$ cat src/rtl/softplus_sequencer_pkg.sv
// Shared constants, state encoding and IEEE-754 single round/pack helper
// for the softplus sequencer and its float units.
package softplus_sequencer_pkg;

    localparam logic [31:0] LN2       = 32'h3F317218;
    localparam logic [31:0] NEG_192   = 32'hC3400000;
    localparam logic [31:0] FP_QNAN   = 32'h7FC00000;
    localparam int          CNT_W_DEF = 16;

    typedef enum logic [2:0] {
        S_IDLE = 3'd0,
        S_MUL2 = 3'd1,
        S_MUL4 = 3'd2,
        S_DIV  = 3'd3,
        S_ADD1 = 3'd4,
        S_ADD2 = 3'd5,
        S_ADD3 = 3'd6,
        S_DONE = 3'd7
    } state_e;

    // sig carries the hidden bit at [23]; value = sig * 2^(e-150).
    // Round-to-nearest-even, overflow to Inf, underflow flushed to signed zero.
    function automatic logic [31:0] fp_round_pack(input logic s, input int e,
                                                  input logic [23:0] sig,
                                                  input logic g, input logic st);
        logic [24:0] r;
        int          ee;
        r  = {1'b0, sig} + 25'(g & (st | sig[0]));
        ee = e;
        if (r[24]) begin
            r  = r >> 1;
            ee = ee + 1;
        end
        if (ee >= 255) return {s, 8'hFF, 23'd0};
        if (ee <= 0)   return {s, 31'd0};
        return {s, ee[7:0], r[22:0]};
    endfunction

endpackage

$ cat src/rtl/FloatingAddition.sv
// Combinational single-precision add, round-to-nearest-even,
// denormal inputs treated as zero.
module FloatingAddition
    import softplus_sequencer_pkg::*;
(
    input  logic [31:0] a_i,
    input  logic [31:0] b_i,
    output logic [31:0] y_o
);
    logic        a_nan, b_nan, a_inf, b_inf, a_zero, b_zero;
    logic [31:0] big, sml;
    logic [26:0] sig_b, sig_s, sig_n;
    logic [27:0] sum;
    logic        sticky;
    int          d, e;

    assign a_nan  = (a_i[30:23] == 8'hFF) && (a_i[22:0] != '0);
    assign b_nan  = (b_i[30:23] == 8'hFF) && (b_i[22:0] != '0);
    assign a_inf  = (a_i[30:23] == 8'hFF) && (a_i[22:0] == '0);
    assign b_inf  = (b_i[30:23] == 8'hFF) && (b_i[22:0] == '0);
    assign a_zero = (a_i[30:23] == 8'h00);
    assign b_zero = (b_i[30:23] == 8'h00);

    always_comb begin
        big    = a_i;
        sml    = b_i;
        sig_b  = '0;
        sig_s  = '0;
        sig_n  = '0;
        sum    = '0;
        sticky = 1'b0;
        d      = 0;
        e      = 0;
        y_o    = '0;
        if (a_i[30:0] < b_i[30:0]) begin
            big = b_i;
            sml = a_i;
        end
        if (a_nan || b_nan) begin
            y_o = FP_QNAN;
        end else if (a_inf && b_inf) begin
            y_o = (a_i[31] == b_i[31]) ? a_i : FP_QNAN;
        end else if (a_inf) begin
            y_o = a_i;
        end else if (b_inf) begin
            y_o = b_i;
        end else if (a_zero && b_zero) begin
            y_o = {a_i[31] & b_i[31], 31'd0};
        end else if (a_zero) begin
            y_o = b_i;
        end else if (b_zero) begin
            y_o = a_i;
        end else begin
            // Three extra low bits (guard, round, sticky) keep rounding exact.
            d     = int'(big[30:23]) - int'(sml[30:23]);
            sig_b = {1'b1, big[22:0], 3'b000};
            sig_s = {1'b1, sml[22:0], 3'b000};
            if (d >= 27) begin
                sig_s = 27'd1;
            end else if (d > 0) begin
                sticky = |(sig_s & ((27'd1 << d) - 27'd1));
                sig_s  = (sig_s >> d) | {26'd0, sticky};
            end
            e = int'(big[30:23]);
            if (big[31] == sml[31])
                sum = {1'b0, sig_b} + {1'b0, sig_s};
            else
                sum = {1'b0, sig_b} - {1'b0, sig_s};
            if (sum[27]) begin
                sig_n = sum[27:1] | {26'd0, sum[0]};
                e     = e + 1;
            end else begin
                sig_n = sum[26:0];
                for (int i = 0; i < 27; i++) begin
                    if (!sig_n[26] && (sig_n != '0)) begin
                        sig_n = sig_n << 1;
                        e     = e - 1;
                    end
                end
            end
            if (sig_n == '0)
                y_o = 32'd0;
            else
                y_o = fp_round_pack(big[31], e, sig_n[26:3], sig_n[2], |sig_n[1:0]);
        end
    end

endmodule

$ cat src/rtl/FloatingDivision.sv
// Combinational single-precision divide, round-to-nearest-even,
// denormal inputs treated as zero.
module FloatingDivision
    import softplus_sequencer_pkg::*;
(
    input  logic [31:0] a_i,
    input  logic [31:0] b_i,
    output logic [31:0] y_o
);
    logic        s;
    logic        a_nan, b_nan, a_inf, b_inf, a_zero, b_zero;
    logic [49:0] num, den;
    logic [26:0] quo;
    logic [23:0] rem;
    int          e;

    assign a_nan  = (a_i[30:23] == 8'hFF) && (a_i[22:0] != '0);
    assign b_nan  = (b_i[30:23] == 8'hFF) && (b_i[22:0] != '0);
    assign a_inf  = (a_i[30:23] == 8'hFF) && (a_i[22:0] == '0);
    assign b_inf  = (b_i[30:23] == 8'hFF) && (b_i[22:0] == '0);
    assign a_zero = (a_i[30:23] == 8'h00);
    assign b_zero = (b_i[30:23] == 8'h00);

    always_comb begin
        s   = a_i[31] ^ b_i[31];
        num = '0;
        den = '0;
        quo = '0;
        rem = '0;
        e   = 0;
        y_o = '0;
        if (a_nan || b_nan || (a_inf && b_inf) || (a_zero && b_zero)) begin
            y_o = FP_QNAN;
        end else if (a_inf || b_zero) begin
            y_o = {s, 8'hFF, 23'd0};
        end else if (a_zero || b_inf) begin
            y_o = {s, 31'd0};
        end else begin
            // Quotient of the significands carries 26 fraction bits below the
            // leading one so guard/round/sticky are exact.
            num = {1'b1, a_i[22:0], 26'd0};
            den = {26'd0, 1'b1, b_i[22:0]};
            quo = 27'(num / den);
            rem = 24'(num % den);
            e   = int'(a_i[30:23]) - int'(b_i[30:23]) + 127;
            if (quo[26])
                y_o = fp_round_pack(s, e, quo[26:3], quo[2], (|quo[1:0]) | (rem != '0));
            else
                y_o = fp_round_pack(s, e - 1, quo[25:2], quo[1], quo[0] | (rem != '0));
        end
    end

endmodule

$ cat src/rtl/FloatingMultiplication.sv
// Combinational single-precision multiply, round-to-nearest-even,
// denormal inputs treated as zero.
module FloatingMultiplication
    import softplus_sequencer_pkg::*;
(
    input  logic [31:0] a_i,
    input  logic [31:0] b_i,
    output logic [31:0] y_o
);
    logic        s;
    logic        a_nan, b_nan, a_inf, b_inf, a_zero, b_zero;
    logic [47:0] prod;
    int          e;

    assign a_nan  = (a_i[30:23] == 8'hFF) && (a_i[22:0] != '0);
    assign b_nan  = (b_i[30:23] == 8'hFF) && (b_i[22:0] != '0);
    assign a_inf  = (a_i[30:23] == 8'hFF) && (a_i[22:0] == '0);
    assign b_inf  = (b_i[30:23] == 8'hFF) && (b_i[22:0] == '0);
    assign a_zero = (a_i[30:23] == 8'h00);
    assign b_zero = (b_i[30:23] == 8'h00);

    always_comb begin
        s    = a_i[31] ^ b_i[31];
        prod = '0;
        e    = 0;
        y_o  = '0;
        if (a_nan || b_nan || (a_inf && b_zero) || (b_inf && a_zero)) begin
            y_o = FP_QNAN;
        end else if (a_inf || b_inf) begin
            y_o = {s, 8'hFF, 23'd0};
        end else if (a_zero || b_zero) begin
            y_o = {s, 31'd0};
        end else begin
            prod = 48'({1'b1, a_i[22:0]}) * 48'({1'b1, b_i[22:0]});
            e    = int'(a_i[30:23]) + int'(b_i[30:23]) - 127;
            if (prod[47])
                y_o = fp_round_pack(s, e + 1, prod[47:24], prod[23], |prod[22:0]);
            else
                y_o = fp_round_pack(s, e, prod[46:23], prod[22], |prod[21:0]);
        end
    end

endmodule

$ cat src/rtl/float_exp_dec.sv
// Splits a single-precision value and lowers its exponent by SHIFT,
// clamping at zero (a power-of-two scale-down with exponent floor).
module float_exp_dec #(
    parameter int unsigned SHIFT = 1
) (
    input  logic [31:0] f_i,
    output logic        sign_o,
    output logic [7:0]  exp_o,
    output logic [22:0] man_o
);
    localparam logic [7:0] SH = 8'(SHIFT);

    assign sign_o = f_i[31];
    assign exp_o  = (f_i[30:23] > SH) ? f_i[30:23] - SH : 8'd0;
    assign man_o  = f_i[22:0];

endmodule

$ cat src/rtl/softplus_sequencer.sv
// Softplus ln(1+e^x) ~ ln2 + x/2 + x^2/8 - x^4/192, evaluated over seven
// cycles with one shared multiplier, divider and adder.
//
// state | meaning
// IDLE  | waiting for in_valid, in_ready high
// MUL2  | x2 <= x*x
// MUL4  | x4 <= x2*x2
// DIV   | p4 <= x4 / -192
// ADD1  | acc <= ln2 + x/2
// ADD2  | acc <= acc + x2/8
// ADD3  | result <= acc + p4, raise out_valid
// DONE  | hold result until out_ready
module softplus_sequencer
    import softplus_sequencer_pkg::*;
#(
    parameter int WIDTH = 32,
    parameter int CNT_W = CNT_W_DEF
) (
    input  logic             clk,
    input  logic             rst_n,
    input  logic             in_valid,
    output logic             in_ready,
    input  logic [WIDTH-1:0] x_value,
    output logic             out_valid,
    input  logic             out_ready,
    output logic [WIDTH-1:0] result,
    output logic             busy,
    output logic [CNT_W-1:0] op_count
);
    if (WIDTH != 32) begin : g_width_check
        $error("softplus_sequencer supports only WIDTH=32");
    end

    state_e           state_q, state_d;
    logic [WIDTH-1:0] x_q, x_d, x2_q, x2_d, x4_q, x4_d, p4_q, p4_d;
    logic [WIDTH-1:0] acc_q, acc_d, result_q, result_d;
    logic             out_valid_q, out_valid_d;
    logic [CNT_W-1:0] op_count_q, op_count_d;

    logic [WIDTH-1:0] p2, p3, mul_op, mul_y, div_y, add_a, add_b, add_y;

    float_exp_dec #(.SHIFT(1)) u_dec_p2 (
        .f_i    (x_q),
        .sign_o (p2[31]),
        .exp_o  (p2[30:23]),
        .man_o  (p2[22:0])
    );

    float_exp_dec #(.SHIFT(3)) u_dec_p3 (
        .f_i    (x2_q),
        .sign_o (p3[31]),
        .exp_o  (p3[30:23]),
        .man_o  (p3[22:0])
    );

    // Operand steering depends on state only, keeping the unit inputs free of
    // any path through the next-state logic.
    assign mul_op = (state_q == S_MUL2) ? x_q : x2_q;
    assign add_a  = (state_q == S_ADD1) ? LN2 : acc_q;
    assign add_b  = (state_q == S_ADD1) ? p2 :
                    (state_q == S_ADD2) ? p3 : p4_q;

    FloatingMultiplication u_mul (.a_i(mul_op), .b_i(mul_op),  .y_o(mul_y));
    FloatingDivision       u_div (.a_i(x4_q),   .b_i(NEG_192), .y_o(div_y));
    FloatingAddition       u_add (.a_i(add_a),  .b_i(add_b),   .y_o(add_y));

    always_comb begin
        state_d     = state_q;
        x_d         = x_q;
        x2_d        = x2_q;
        x4_d        = x4_q;
        p4_d        = p4_q;
        acc_d       = acc_q;
        result_d    = result_q;
        out_valid_d = out_valid_q;
        op_count_d  = op_count_q;
        unique case (state_q)
            S_IDLE: begin
                if (in_valid) begin
                    x_d     = x_value;
                    state_d = S_MUL2;
                end
            end
            S_MUL2: begin
                x2_d    = mul_y;
                state_d = S_MUL4;
            end
            S_MUL4: begin
                x4_d    = mul_y;
                state_d = S_DIV;
            end
            S_DIV: begin
                p4_d    = div_y;
                state_d = S_ADD1;
            end
            S_ADD1: begin
                acc_d   = add_y;
                state_d = S_ADD2;
            end
            S_ADD2: begin
                acc_d   = add_y;
                state_d = S_ADD3;
            end
            S_ADD3: begin
                result_d    = add_y;
                out_valid_d = 1'b1;
                state_d     = S_DONE;
            end
            S_DONE: begin
                if (out_ready) begin
                    out_valid_d = 1'b0;
                    op_count_d  = op_count_q + 1'b1;
                    state_d     = S_IDLE;
                end
            end
            default: state_d = S_IDLE;
        endcase
    end

    always_ff @(posedge clk) begin
        if (!rst_n) begin
            state_q     <= S_IDLE;
            x_q         <= '0;
            x2_q        <= '0;
            x4_q        <= '0;
            p4_q        <= '0;
            acc_q       <= '0;
            result_q    <= '0;
            out_valid_q <= 1'b0;
            op_count_q  <= '0;
        end else begin
            state_q     <= state_d;
            x_q         <= x_d;
            x2_q        <= x2_d;
            x4_q        <= x4_d;
            p4_q        <= p4_d;
            acc_q       <= acc_d;
            result_q    <= result_d;
            out_valid_q <= out_valid_d;
            op_count_q  <= op_count_d;
        end
    end

    assign in_ready  = (state_q == S_IDLE);
    assign busy      = (state_q != S_IDLE);
    assign out_valid = out_valid_q;
    assign result    = result_q;
    assign op_count  = op_count_q;

endmodule
$ cat config.mk
export PLATFORM = sky130hd
export DESIGN_NAME = softplus_sequencer
export DESIGN_NICKNAME = d
export VERILOG_FILES = /design/src/rtl/softplus_sequencer_pkg.sv /design/src/rtl/FloatingAddition.sv /design/src/rtl/FloatingDivision.sv /design/src/rtl/FloatingMultiplication.sv /design/src/rtl/float_exp_dec.sv /design/src/rtl/softplus_sequencer.sv
export SDC_FILE = /design/constraint.sdc
export NUM_CORES = 2
export LEC_CHECK = 0
export ABC_AREA = 1
export ABC_CLOCK_PERIOD_IN_PS = 24300
export BUFFER_PORTS_ARGS = -buffer_cell sky130_fd_sc_hd__buf_2
export CORE_MARGIN = 8
export CORE_UTILIZATION = 32
export CTS_CLUSTER_SIZE = 28
export DETAILED_ROUTE_END_ITERATION = 16
export PLACE_DENSITY = 0.46
export SYNTH_ARGS = -nofsm -noshare
export SYNTH_HDL_FRONTEND = slang
export SYNTH_SLANG_ARGS = --single-unit
$ cat constraint.sdc
create_clock -name clk -period 24.3 [get_ports clk]
set_input_delay 2.43 -clock clk [delete_from_list [all_inputs] [get_ports clk]]
set_output_delay 2.43 -clock clk [all_outputs]
set_load 0.02 [all_outputs]
Word level (Yosys, flattened, before mapping) --
Index checks and enable logic that the tools add are counted.
Storage, ports and cells: bits in registers 212, input port bits 36, output and inout port bits 51, word-level logic and storage cells 883
Cells by class: add/sub/neg operators 50, multipliers 1, div/mod/pow operators 2, magnitude comparators 15, equal/unequal tests 15, shifts and indexed selects 2, muxes and demuxes 650, bitwise logic cells 17, reductions and logical operators 122
Operators with widths (count):
- 32-bit 2-to-1 mux | 314
- 27-bit 2-to-1 mux | 252
- 32-bit by 2-bit subtractor with 32-bit output, second input constant | 27
- 27-bit nonzero test | 27
- 28-bit 2-to-1 mux | 8
- 32-bit by 2-bit adder with 32-bit output, second input constant | 5
- 32-bit by 9-bit >= comparator with 1-bit output, second input constant | 5
- 32-bit by 1-bit less-or-equal comparator with 1-bit output, second input constant | 5
- 24-bit by 25-bit adder with 25-bit output | 5
- 1-bit by 25-bit bitwise AND with 25-bit output | 5
- 23-bit 2-to-1 mux | 5
- 23-bit zero test | 4
- 23-bit nonzero test | 4
- 1-bit 2-to-1 mux | 64
- 27-bit by 1-bit OR with 27-bit output | 2
- 50-bit by 24-bit divider with 50-bit output, second input constant | 1
- 50-bit by 24-bit remainder unit with 50-bit output, second input constant | 1
- 24-bit by 24-bit multiplier with 48-bit output | 1
- 1-bit logical AND | 38
- 32-bit by 8-bit adder with 32-bit output, second input constant | 1
- 8-bit equality test, second input constant | 4
- 32-bit by 6-bit >= comparator with 1-bit output, second input constant | 1
- 32-bit by 1-bit greater-than comparator with 1-bit output, second input constant | 1
- 8-bit zero test | 4
- 43 further kinds | 90

Longest topological paths before layout --
depth after elaboration 369, depth in mapped cells 227

By module --
A second synthesis with hierarchy kept.
Unflattened totals: cells, all modules 23757, area total of the unflattened synthesis 133694.5 um^2
By module, submodules not included:
- FloatingDivision | instances 1, cells each 10143, area an instance 55649.6 um^2
- FloatingAddition | instances 1, cells each 8604, area an instance 43495.5 um^2
- FloatingMultiplication | instances 1, cells each 3676, area an instance 25041.5 um^2
- softplus_sequencer | instances 1, cells each 1196, area an instance 8709.6 um^2
- float_exp_dec at u_dec_p2 | instances 1, cells each 68, area an instance 402.9 um^2
- float_exp_dec at u_dec_p3 | instances 1, cells each 70, area an instance 395.4 um^2

Worst setup path after synthesis --
Ideal clock, no wire load.
path kind register to register, from register state_q[0], to register acc_q[22], arrival time 24545 ps, required time 24191 ps, path slack -353 ps, cell stages (with the launch flop) 209, path buffers 14, period minus slack after synthesis 24653 ps, cells stage by stage dfxtp_1 -> nor2_2 -> nand2_4 -> inv_2 -> buf_6 -> clkbuf_8 -> clkbuf_1 -> a21oi_1 -> a22oi_1 -> inv_1 -> ha_1 -> nand4_2 -> o221ai_1 -> a21oi_4 -> nand2_4 -> nand2_4 -> nand2_2 -> inv_4 -> [173 not listed] -> nor2_4 -> inv_2 -> or2_1 -> or2_4 -> nor2_1 -> nand2_2 -> xnor2_1 -> o21a_1 -> nand3_1 -> nor2_2 -> nand4_1 -> nand3_2 -> buf_12 -> nor2_2 -> o211ai_2 -> nand3_1 -> nand2_1 -> inv_1
On the way: word-level cells in the longest chain between the ends 360, elaborated cells between the ends (all ways) 699, classes of those cells 34 x add/sub; 5 x order compare; 6 x eq/ne; 2 x shift; 549 x mux; 5 x bitwise; 98 x reduce/logical
Ends and longest elaborated chain:
- start: declaration | line softplus_sequencer.sv:34 | state_e state_q, state_d;
- start signal: assignment | line softplus_sequencer.sv:132 | state_q <= state_d;
- parallel branches: the longest is 360 deep, another holds 31-bit less-than comparator
- end signal: assignment | line softplus_sequencer.sv:127 | acc_q <= '0;
- end signal: assignment | line softplus_sequencer.sv:137 | acc_q <= acc_d;
- end: declaration | line softplus_sequencer.sv:36 | logic [WIDTH-1:0] acc_q, acc_d, result_q, result_d;
Several ways; the timed one is not identified. The select of a mux whose other input is x is not followed. A chain may end at the register's enable or synchronous reset.

Final worst setup path --
from register x_q[24], to register acc_q[18]
On the way: word-level cells in the longest chain between the ends 360, elaborated cells between the ends (all ways) 687, classes of those cells 35 x add/sub; 6 x order compare; 2 x eq/ne; 2 x shift; 547 x mux; 5 x bitwise; 90 x reduce/logical
Ends and longest elaborated chain:
- start: declaration | line softplus_sequencer.sv:35 | logic [WIDTH-1:0] x_q, x_d, x2_q, x2_d, x4_q, x4_d, p4_q, p4_d;
- start signal: assignment | line softplus_sequencer.sv:123 | x_q <= '0;
- start signal: assignment | line softplus_sequencer.sv:133 | x_q <= x_d;
- 8-bit by 1-bit subtractor with 8-bit output or 8-bit by 1-bit greater-than comparator with 1-bit output (tied branches) | line float_exp_dec.sv:14 | assign exp_o = (f_i[30:23] > SH) ? f_i[30:23] - SH : 8'd0;
- 8-bit 2-to-1 mux (*) | line float_exp_dec.sv:14
- 32-bit 2-to-1 mux (*) | line softplus_sequencer.sv:60 | assign add_b = (state_q == S_ADD1) ? p2 :
- parallel branches: the longest is 356 deep, another holds 31-bit less-than comparator
- 32-bit 2-to-1 mux (*) | line FloatingAddition.sv:39 | if (a_nan || b_nan) begin
Mark *: on every way between the ends. The select of a mux whose other input is x is not followed.

==> flow_metrics.env <==
export IMPL_synth_main_ff_cell="dfxtp_1"
export IMPL_grt_max_degree=75
export IMPL_critPathRequiredTime_ns=24.79
export IMPL_path_common_cell="nand2_2"
export IMPL_cts_tree="done"
export IMPL_grt_pass1_vias=82140
export IMPL_ctsHoldBuffers=0
export IMPL_synth_seq_area_share_pct=5.564
export IMPL_track_usage_pct=23.47
export IMPL_timing_max_cap_violations=0
export IMPL_syn_mean_instance_area_um2=6.098
export IMPL_fmax_ghz=0.03976
export IMPL_rsz0062_at_grt="yes"
export IMPL_worstSkewPairLatency_ns=0.59
export IMPL_period_share_pct=103.5
export IMPL_arrival_ns=25.64
export IMPL_end_kind="flip-flop"
export IMPL_cts_buffers=24
export IMPL_clk_pin_slew_ns=0.07
export IMPL_period_needed_ns=25.15
export IMPL_die_area_um2=251900
export IMPL_firstDrtPassIters=6
export IMPL_slew_limit_headroom_pct=15.58
export IMPL_hold_slack_ns=0.4780
export IMPL_dp_hpwl_um=260100
export IMPL_min_delay_path_class="reg -> reg"
export IMPL_synthCells=12390
export IMPL_drive_above_1_share_pct=30.11
export IMPL_synth_warnings=0
export IMPL_rows=178
export IMPL_grt_pass1_wl_um=475200
export IMPL_slew_viol_final=0
export IMPL_start_kind="flip-flop"
export IMPL_io_pins=87
export IMPL_netlist_area_um2=75560
export IMPL_num_vias=85000
export IMPL_tightest_slew_ns=1.257
export IMPL_synth_top_area_share_pct=14.68
export IMPL_outcome="finished with violations"
export IMPL_yosysTopAreaCell="nand2_1"
export IMPL_synth_nets=13170
export IMPL_synth_common_cells="2,955 x nand2_1, 1,881 x inv_1, 1,219 x nor2_1"
export IMPL_drt_wl_total_um=309800
export IMPL_drtAntennaViolNets=0
export IMPL_grt_overflow=0
export IMPL_nNetsFinal=14890
export IMPL_syn2layout_area_growth_pct=26.99
export IMPL_die_h_um=501.9
export IMPL_wl_per_cell_um=17.93
export IMPL_cp_slowest_cell="dfxtp_2"
export IMPL_critPathKind="reg -> reg"
export IMPL_fin_ws_ns=-0.8533
export IMPL_antenna_found_initial=4
export IMPL_cts_sinks=210
export IMPL_synth_seq_cells=210
export IMPL_synthArstFlopShare_pct=0
export IMPL_drt_iter0_drc=6099
export IMPL_cts_htree_levels=1
export IMPL_cts_root_buf="clkbuf_16"
export IMPL_fin_skew_ns=0.04445
export IMPL_start_util_pct=32.16
export IMPL_clockBufferDepth=3
export IMPL_setup_viol=62
export IMPL_critical_path_max_stage_delay_ns=0.35
export IMPL_synth_edf_count=0
export IMPL_synth_most_common_cell="nand2_1"
export IMPL_routabilityCongestion=0.9690
export IMPL_synth_area_top_cells="nand2_1 15%, fa_1 11%, inv_1 9.3%, nand3_1 6.2%, nor2_1 6.1%"
export IMPL_die_w_um=501.9
export IMPL_finalHoldViolations=0
export IMPL_violations="negative setup slack"
export IMPL_port_buffers=86
export IMPL_worst_path_max_fanout=12
export IMPL_synth_cell_types=108
export IMPL_route_detailed_drc=0
export IMPL_viasPerCell=4.919
export IMPL_coreArea_um2=235000
==> critical path: cells and delay by family (launching register included) <==
| family | cells | cell delay (ns) |
|---|---|---|
| compound gates | 28 | 3.75 |
| xor+xnor | 1 | 0.18 |
| fa+ha+maj | 19 | 4.46 |
| buf+inv | 36 | 3.56 |
| flops | 1 | 0.35 |
| mux | 1 | 0.09 |
| simple gates | 129 | 12.57 |
==> per-stage QoR <==
stage / instances / setup WS [ns] / TNS (ns) / area [um^2] / util [%]
4_1_cts: 17170 / -2.165 / -129.00 / 92400 / 39.33
6_report: 17280 / -0.8533 / -46.97 / 95950 / 40.84
3_3_place_gp: 17070 / -2.723 / -161.78 / 90880 / 38.68
2_1_floorplan: 12390 / 0.02276 / 0 / 75610 / -
5_1_grt: 17280 / -2.523 / -151.32 / 95940 / 40.83
3_5_place_dp: 17070 / -2.716 / -161.57 / 90880 / 38.68
==> cells in the final DEF, fill, tap and decap left out, types with 30 or more instances in the layout <==
master and n:
o31ai_1 30, nand3_2 206, nand3_1 888, o21ai_0 471, fa_1 423, inv_1 1850, nor2_2 233, nor3_2 32
buf_2 85, nand3b_1 61, buf_4 1841, dfxtp_1 206, nand2_4 285, xor2_1 273, o21ai_1 79, clkinv_1 40
xnor2_1 84, a21oi_2 42, nand2_1 2826, clkbuf_16 35, ha_1 291, inv_2 179, a21oi_1 402, nor2_4 126
o21ai_2 89, nand4_1 338, nand2_2 727, nor4_1 91, buf_12 31, nor2_1 1138, nor3_1 176
==> state kept, by name, indices dropped and copies added (netlist names) <==
name	cells
result	32
x2_q	31
acc_q	32
x4_q	31
out_valid	1
p4_q	32
state_q	3
op_count	16
x_q	32
==> logic make-up (layout without fill, tap and decap cells) <==
logic type / count (synthesis) / in the layout / synth area share (%)
other: 0 / 3 / 0
AND/OR/NAND/NOR: 7269 / 7282 / 48.55
multiplexers: 3 / 3 / 0.03975
XOR/XNOR: 394 / 394 / 4.875
flip-flops: 210 / 210 / 5.564
buffers and inverters: 2432 / 4156 / 14.31
adder cells (fa/ha/maj): 745 / 745 / 16.55
AO/OA/AOI/OAI: 1337 / 1337 / 10.11
==> path summary, 6_finish.rpt <==
| path | end | start | slack [ns] | cells past startpoint |
|---|---|---|---|---|
| max reg2reg | acc_q[18] | x_q[24] | -0.85 | 214 |
| min reg2reg | op_count[15] | op_count[15] | 0.48 | 2 |
| max | acc_q[18] | x_q[24] | -0.85 | 214 |
| min | op_count[15] | op_count[15] | 0.48 | 2 |
==> metal layers <==
| layer | part of all wire [%] | vias to the layer above | track usage (%) |
|---|---|---|---|
| li1 | - | 42720 | - |
| met1 | 48 | 39910 | 33.99 |
| met2 | 44 | 2067 | 37.83 |
| met3 | 5.3 | 299 | 2.372 |
| met4 | 2.4 | 0 | 4.675 |
| met5 | 0 | - | 0 |
==> final cells by class <==
cell class	count	area [um^2]
Timing Repair Buffer	1996	15470
Clock buffer	30	633.1
Fill cell	25420	139000
Clock inverter	11	146.4
Multi-Input combinational cell	9761	63440
Inverter	2119	8109
Tap cell	3150	3941
Antenna cell	3	7.507
Sequential cell	210	4209
==> repair_timing <==
| action | 4_1_cts | 5_1_grt |
|---|---|---|
| setup endpoints to repair | 62 | 73 |
| resized for setup | 56 | 593 |
| pin swaps | 36 | 297 |
| buffers inserted | 57 | 89 |
| gates cloned | 4 | 23 |
| endpoints found under the hold margin | 0 | 0 |
Power is left out: the tool's default activity adds up to more than one toggle a clock period on the data nets, which glitch-free logic cannot reach.
